<file path="src/rtl/rx_sample_packer_pkg.sv">
// Shared constants for the RX sample packer.
// Sample widths, byte count and serializer state encoding.
package rx_sample_packer_pkg;

  localparam int SAMPLE_W         = 24;
  localparam int BYTES_PER_SAMPLE = 6;
  localparam int PAIR_W           = 2 * SAMPLE_W;

  localparam logic [0:0] ST_IDLE = 1'b0;
  localparam logic [0:0] ST_SEND = 1'b1;

  localparam logic [2:0] LAST_IDX = 3'(BYTES_PER_SAMPLE - 1);

  // Byte 0 is the most significant byte of I.
  function automatic logic [7:0] pick_byte(
    input logic [PAIR_W-1:0] s,
    input logic [2:0]        idx
  );
    logic [PAIR_W-1:0] t;
    t = s << (8 * idx);
    return t[PAIR_W-1 -: 8];
  endfunction

endpackage

</file>
<file path="src/rtl/rx_sample_packer_fifo.sv">
// Synchronous I/Q pair FIFO with fill level.
// Caller guarantees no write while full unless popping.
module sync_sample_fifo
  import rx_sample_packer_pkg::*;
#(
  parameter int DEPTH = 16,
  parameter int W     = PAIR_W
) (
  input  logic                     clock,
  input  logic                     reset,
  input  logic                     wr_en,
  input  logic [W-1:0]             wr_data,
  input  logic                     rd_en,
  output logic [W-1:0]             rd_data,
  output logic                     full,
  output logic                     empty,
  output logic [$clog2(DEPTH):0]   level
);

  localparam int AW = $clog2(DEPTH);
  localparam int LW = AW + 1;

  logic [W-1:0]  r_mem [DEPTH];
  logic [AW-1:0] r_wptr;
  logic [AW-1:0] r_rptr;
  logic [LW-1:0] r_level;

  always_ff @(posedge clock) begin
    if (wr_en) begin
      r_mem[r_wptr] <= wr_data;
    end
  end

  always_ff @(posedge clock) begin
    if (reset) begin
      r_wptr  <= '0;
      r_rptr  <= '0;
      r_level <= '0;
    end else begin
      if (wr_en) r_wptr <= r_wptr + 1'b1;
      if (rd_en) r_rptr <= r_rptr + 1'b1;
      unique case ({wr_en, rd_en})
        2'b10:   r_level <= r_level + 1'b1;
        2'b01:   r_level <= r_level - 1'b1;
        default: r_level <= r_level;
      endcase
    end
  end

  assign rd_data = r_mem[r_rptr];
  assign full    = (r_level == LW'(DEPTH));
  assign empty   = (r_level == '0);
  assign level   = r_level;

endmodule

</file>
<file path="src/rtl/rx_sample_packer.sv">
// Buffers receiver I/Q pairs and streams them as
// six bytes per sample over a valid/ready port.
module rx_sample_packer
  import rx_sample_packer_pkg::*;
#(
  parameter int DEPTH = 16
) (
  input  logic                   clock,
  input  logic                   reset,
  input  logic                   in_strobe,
  input  logic [SAMPLE_W-1:0]    in_data_I,
  input  logic [SAMPLE_W-1:0]    in_data_Q,
  output logic                   out_valid,
  input  logic                   out_ready,
  output logic [7:0]             out_data,
  output logic                   out_last,
  output logic [$clog2(DEPTH):0] level,
  output logic                   overflow,
  output logic [15:0]            drop_count,
  input  logic                   clear_overflow
);

  logic [0:0]        r_state;
  logic [2:0]        r_idx;
  logic [PAIR_W-1:0] r_sample;
  logic              r_overflow;
  logic [15:0]       r_drops;

  logic              w_full;
  logic              w_empty;
  logic [PAIR_W-1:0] w_rd_data;
  logic              w_accept;
  logic              w_pop;
  logic              w_wr;
  logic              w_drop;

  assign w_accept = (r_state == ST_SEND) && out_ready;
  // Refill on the last accepted byte keeps samples back to back.
  assign w_pop    = !w_empty &&
                    ((r_state == ST_IDLE) ||
                     (w_accept && (r_idx == LAST_IDX)));
  assign w_wr     = in_strobe && (!w_full || w_pop);
  assign w_drop   = in_strobe && w_full && !w_pop;

  sync_sample_fifo #(
    .DEPTH (DEPTH),
    .W     (PAIR_W)
  ) u_fifo (
    .clock   (clock),
    .reset   (reset),
    .wr_en   (w_wr),
    .wr_data ({in_data_I, in_data_Q}),
    .rd_en   (w_pop),
    .rd_data (w_rd_data),
    .full    (w_full),
    .empty   (w_empty),
    .level   (level)
  );

  always_ff @(posedge clock) begin
    if (reset) begin
      r_state  <= ST_IDLE;
      r_idx    <= '0;
      r_sample <= '0;
    end else if (w_pop) begin
      r_state  <= ST_SEND;
      r_idx    <= '0;
      r_sample <= w_rd_data;
    end else if (w_accept) begin
      if (r_idx == LAST_IDX) begin
        r_state <= ST_IDLE;
        r_idx   <= '0;
      end else begin
        r_idx <= r_idx + 1'b1;
      end
    end
  end

  // A drop in the clearing cycle restarts the count at one.
  always_ff @(posedge clock) begin
    if (reset) begin
      r_overflow <= 1'b0;
      r_drops    <= '0;
    end else if (w_drop) begin
      r_overflow <= 1'b1;
      if (clear_overflow)
        r_drops <= 16'd1;
      else if (r_drops != 16'hFFFF)
        r_drops <= r_drops + 1'b1;
    end else if (clear_overflow) begin
      r_overflow <= 1'b0;
      r_drops    <= '0;
    end
  end

  assign out_valid  = (r_state == ST_SEND);
  assign out_last   = out_valid && (r_idx == LAST_IDX);
  assign out_data   = out_valid ? pick_byte(r_sample, r_idx) : 8'h00;
  assign overflow   = r_overflow;
  assign drop_count = r_drops;

endmodule

</file>
<file path="config.mk">
export PLATFORM = sky130hd
export DESIGN_NAME = rx_sample_packer
export DESIGN_NICKNAME = d
export VERILOG_FILES = /design/src/rtl/rx_sample_packer_pkg.sv /design/src/rtl/rx_sample_packer_fifo.sv /design/src/rtl/rx_sample_packer.sv
export SDC_FILE = /design/constraint.sdc
export NUM_CORES = 1
export LEC_CHECK = 0
export CAP_MARGIN = 20
export CORE_AREA = 2 2 284 286
export DETAILED_ROUTE_END_ITERATION = 10
export DIE_AREA = 0 0 286 288
export GPL_TIMING_DRIVEN = 1
export PLACE_DENSITY = 0.58
export SLEW_MARGIN = 25
export SYNTH_ARGS = -nofsm -noshare
export SYNTH_HDL_FRONTEND = slang
export SYNTH_SLANG_ARGS = --single-unit
</file>
<file path="constraint.sdc">
create_clock -name clock -period 13.45 [get_ports clock]
set_clock_uncertainty 0.2 [all_clocks]
set_input_delay 3.3625 -clock clock [delete_from_list [all_inputs] [get_ports clock]]
set_output_delay 3.3625 -clock clock [all_outputs]
set_load 0.02 [all_outputs]
</file>
# Word level (Yosys, flattened, before mapping)
# Memories as Yosys holds them, arrays and structs flattened. A register that Yosys moved wholly into a read port is not among the register bits.
# Cells that the tools add are included.
[word_totals] reg_bits=34 mem_count=1 mem_bits_rw=768 in_bits=53 out_inout_bits=32
[memory_table] name="u_fifo.r_mem" words=16 width=48 read_ports=1 rd_ports_with_merged_regs=1 wr=1 line="rx_sample_packer_fifo.sv:23" text="logic [W-1:0] r_mem [DEPTH];"
[classes] bitwise=1 n_eq_ne=5 n_reduce_logical=21 n_shift=1 muxes=14 n_addsub=6
[op_table] cell="$mux 16" count=4
[op_table] cell="$shl 48x6->48" count=1
[op_table] cell="$add 16x1->16 const B" count=1
[op_table] cell="$ne 16x16->1 const B" count=1
[op_table] cell="$pmux 5 s2" count=1
[op_table] cell="$reduce_bool 2->1" count=5
[op_table] cell="$add 4x1->4 const B" count=2
[op_table] cell="$mux 8" count=1
[op_table] cell="$logic_and 1x1->1" count=7
[op_table] cell="$mux 1" count=7
[op_table] cell="$add 5x1->5 const B" count=1
[op_table] cell="$eq 5x5->1 const B" count=1
[op_table] cell="$logic_not 5->1" count=1
[op_table] cell="$sub 5x1->5 const B" count=1
[op_table] cell="$reduce_and 2->1" count=2
[op_table] cell="$add 3x1->3 const B" count=1
[op_table] cell="$eq 3x3->1 const B" count=1
[op_table] cell="$logic_not 1->1" count=3
[op_table] cell="$mux 3" count=1
[op_table] cell="$eq 2x1->1 const B" count=1
[op_table] cell="$eq 2x2->1 const B" count=1
[op_table] cell="$logic_or 1x1->1" count=2
[op_table] cell="$reduce_or 2->1" count=1
[op_table] cell="$not 1->1" count=1

# Longest topological paths before layout
[depth] ltp_word=8 depth_mapped=13 mapped_depth_nobuf=11

# Hierarchy
# From an unflattened synthesis, not the netlist that was laid out.
[unflattened] cells_unflattened=1684 hier_area_um2=32954.1
[modules_own_cells] mod="sync_sample_fifo" area_per_inst_um2=29603.4 instances=1 cells_per_inst=1286
[modules_own_cells] mod="rx_sample_packer" area_per_inst_um2=3350.7 instances=1 cells_per_inst=398

# Least setup slack after synthesis
# OpenSTA, ideal clock, no wires.
[synth_timing] kind="input-to-reg" startpoint="in out_ready" endpoint="mem u_fifo.r_mem[3][0] (netlist name), enable pin" setup_ps=513 path_stages=4 setup_slack_ps=5316 required_time_ps=12737 t_arrival_ps=7422 path_cell_list="nand4b_2 -> a41oi_2 -> nand2_1 -> nor3_1"
[synth_between] elab_chain_len=8
[synth_lines] item="from (decl)" line="rx_sample_packer.sv:14" text="input logic out_ready,"
[synth_lines] item="$logic_and 1x1->1" line="rx_sample_packer.sv:37" text="assign w_accept = (r_state == ST_SEND) && out_ready;"
[synth_lines] item="$logic_and 1x1->1" line="rx_sample_packer.sv:41" text="(w_accept && (r_idx == LAST_IDX)));"
[synth_lines] item="$logic_or 1x1->1" line="rx_sample_packer.sv:40" text="((r_state == ST_IDLE) ||"
[synth_lines] item="$logic_and 1x1->1" line="rx_sample_packer.sv:39" text="assign w_pop = !w_empty &&"
[synth_lines] item="$logic_or 1x1->1" line="rx_sample_packer.sv:42" text="assign w_wr = in_strobe && (!w_full || w_pop);"
[synth_lines] item="$logic_and 1x1->1" line="rx_sample_packer.sv:42"
[synth_lines] item="$mux 1" line="rx_sample_packer_fifo.sv:29" text="if (wr_en) begin"
[synth_lines] item="$mux 1 (implied by the code)" line="rx_sample_packer_fifo.sv:30" text="r_mem[r_wptr] <= wr_data;"
[synth_lines] item="to (decl)" line="rx_sample_packer_fifo.sv:23"
# No other way between the ends.

# Final worst setup path
[layout_timing] startpoint="reg r_idx[1]" endpoint="out out_data[5]"
[layout_between] elab_chain_len=2
[layout_lines] item="from (decl)" line="rx_sample_packer.sv:24" text="logic [2:0] r_idx;"
[layout_lines] item="from (signal assigned)" line="rx_sample_packer.sv:74" text="r_idx <= r_idx + 1'b1;"
[layout_lines] item="$shl 48x6->48" line="rx_sample_packer_pkg.sv:20" text="t = s << (8 * idx);"
[layout_lines] item="$mux 8" line="rx_sample_packer.sv:98" text="assign out_data = out_valid ? pick_byte(r_sample, r_idx) : 8'h00;"
[layout_lines] item="to (decl)" line="rx_sample_packer.sv:15" text="output logic [7:0] out_data,"
# No other way between the ends.

==> qor.txt <==
Outcome - complete, no violations
Max-capacitance violation count - 0
Total GRT Usage - 0.180
Maximum buffer depth of the clock tree - 3
HP Class - reg -> reg
RSZ-0062 raised after global routing - no
Final hold vios - 0
Num CTS Buffers - 86
Most used DFF post-synth - edfxtp_1
Worst hold slack - 275 ps
Largest net degree at the start of global routing - 129
Routed length per instance - 23.5 µm
HPWL Detailed - 39.5 mm
Area delta synth->final - 14.7%
Routing usage on met3 - 0.0309
Max Slew Vio Count - 0
DR DRC count - 0
Most used routing layer - met2
Met1 global-route usage - 0.238
Worst Tran Pin Value - 1060 ps
Synth Instances - 1935
Vias in the first global route - 17500
Crit-path max FO - 13
H-Tree Depth - 3
Crit. End Element - output pin
Postcts setup bufs - 0
Delay-heaviest family, CP - flip-flops
WP data arrival - 3170 ps
Routed WL - 74.2 mm
Worst slack, placed - 6360 ps
CTS Hold Buffers Added - 0
Cell variety after synth - 57
FFs w/ async S/R, synth - 0
DRT antenna net count - 0
Commonest non-fill, non-tap cells in the layout - 768 x edfxtp_1, 387 x mux2i_1, 186 x a22oi_1
R2R cell count - 5
Worst setup path class - reg -> out
Clock-pin slew on the worst setup and hold paths - 60 ps
DIE WIDTH - 286 µm
Leakage - 11.6 nW
R2R Setup Slk - 9610 ps
RePlAce Congestion - 0.758
Critical Path Start Type - flip-flop
Detailed Routing Iterations Pass 1 - 7
Rel. slew slack - 0.294
Worst Path Required - 9890 ps
Worst r2r src - r_idx[1]
Die height - 288 µm
Initial antenna violation count - 2
Worst hold stages - 2
Die Area - 82400 µm²
WP buf/inv - 2
Area of the core - 79600 µm²
CTS tree - built
Pwr/cell area - 178 nW/µm²
FP Rows - 104
Worst-path cell with the longest stage delay - dfxtp_1
Fmax achieved - 0.149 GHz
Clk_lat worst skew - 640 ps
First-pass GRT wire length - 111 mm
Root Buffer - clkbuf_16
Commonest non-fill, non-tap cell in the layout - edfxtp_1
Critical path cell sequence - mux4_2 > inv_1 > o22ai_1 > and2_1 > clkdlybuf4s50_1
IO Port Bufs - 84
Initial drt markers - 1331
Placed instance area - 35200 µm²
EDFF count, synth - 768
Mean number of vias per cell - 5.43
Nets@finish - 2086
Area occupied by multi-input gates - 7980 µm²
Worst VDD drop - 0.136 mV
R2R Path End - u_fifo.r_mem[11][21]
Final Cell Area - 38000 µm²
Grt met2 use - 0.306
Hold endpoint - r_sample[7]
Register area share after synthesis - 0.745
Fraction of layout cells with a size suffix above 1 - 0.104
Cell Area, Synth - 33100 µm²
Syn_area_per_cell - 17.1 µm²
Clk sink count - 850
Hold_sp - r_sample[7]
Final period util - 0.501
GRT overflow - 0
PnR worst setup slack - 6720 ps
Initial core utilization - 0.416
Total negative slack - 0 ps
Storage cell area - 24700 µm²
Yosys warning total - 0
Fill count - 6678
FF+latch count, synth - 850
Total power - 6.76 mW
Num ports - 85
Tmin final - 6730 ps
Post-Syn Nets - 1998
Vias - 17200
Final setup viols - 0
Post-cts sizing count - 0
CP max stage delay - 910 ps
==> worst register-to-register path, stage by stage (launching register included) <==
cell	delay, ps
dfxtp_1	590
nand4b_2	440
a41oi_2	500
nand2_1	350
nor2_4	800
buf_4	560
==> state kept, by name, summed over array words and instances, names as in the netlist <==
| name | flops |
|---|---|
| drop_count | 16 |
| u_fifo.r_mem | 768 |
| r_sample | 48 |
| r_idx | 3 |
| u_fifo.r_wptr | 4 |
| overflow | 1 |
| out_valid | 1 |
| u_fifo.level | 5 |
| u_fifo.r_rptr | 4 |
==> how the worst max path moves through the flow <==
stage          startpoint                   end  slack (ps)  cells after the start
6_report         r_idx[1]           out_data[5]        6720                      5
3_5_place_dp    out_ready  u_fifo.r_mem[11][21]        6360                      6
3_3_place_gp    out_ready  u_fifo.r_mem[11][21]        6520                      6
5_1_grt          r_idx[1]           out_data[5]        6540                      5
2_1_floorplan   out_ready    u_fifo.r_mem[3][0]        5320                      4
4_1_cts          r_idx[1]           out_data[5]        6650                      5
==> routing by layer <==
layer  wire length (µm)  share of wire  up-vias
li1                   -              -     7901
met4               1470          0.020        2
met2              36700           0.49      382
met5                 12        0.00016        -
met3               3580          0.048       92
met1              32400           0.44     8775
==> layout make-up <==
type	count	area share
Sequential cell	850	0.650
Multi-Input combinational cell	952	0.210
Clock buffer	116	0.0625
Tap cell	1060	0.0349
Timing Repair Buffer	118	0.0293
Clock inverter	45	0.0121
Inverter	15	0.00148
Antenna cell	1	0.0000658
==> logic make-up (layout without fill, tap and decap cells) <==
| kind of cell | after synthesis | after routing | share of synthesized area |
|---|---|---|---|
| flip-flops | 850 | 850 | 0.745 |
| multiplexers | 398 | 398 | 0.124 |
| AO/OA/AOI/OAI | 287 | 287 | 0.0679 |
| AND/OR/NAND/NOR | 239 | 239 | 0.0361 |
| buffers and inverters | 133 | 294 | 0.0182 |
| XOR/XNOR | 18 | 18 | 0.00476 |
| adder cells (fa/ha/maj) | 10 | 10 | 0.00377 |
| other | 0 | 1 | 0 |
==> through the flow <==
| step | util | cells |
|---|---|---|
| floorplan | - | 1935 |
| global placement | 0.442 | 2995 |
| detailed placement | 0.442 | 2995 |
| CTS | 0.477 | 3156 |
| global route | 0.477 | 3156 |
| finish | 0.478 | 3157 |
==> cell usage after synthesis, types with 10 or more instances <==
master	instances	area share
edfxtp_1	768	0.70
mux2i_1	387	0.12
a22oi_1	186	0.042
dfxtp_1	82	0.050
nand2_1	68	0.0077
clkbuf_1	60	0.0068
nand3_1	55	0.0083
nor2_1	44	0.0050
buf_2	43	0.0065
a32oi_1	37	0.0098
a21oi_1	18	0.0027
nor3_1	16	0.0024
inv_1	15	0.0017
nor2b_1	11	0.0021
a32oi_2	10	0.0049
and2_1	10	0.0019
ha_1	10	0.0038
mux4_2	10	0.0068
==> report_power, final <==
part           switching [mW]  internal (mW)
combinational           0.712          0.514
clock                   0.981           1.38
sequential              0.156           3.01
(Power assumes the default switching activity.)
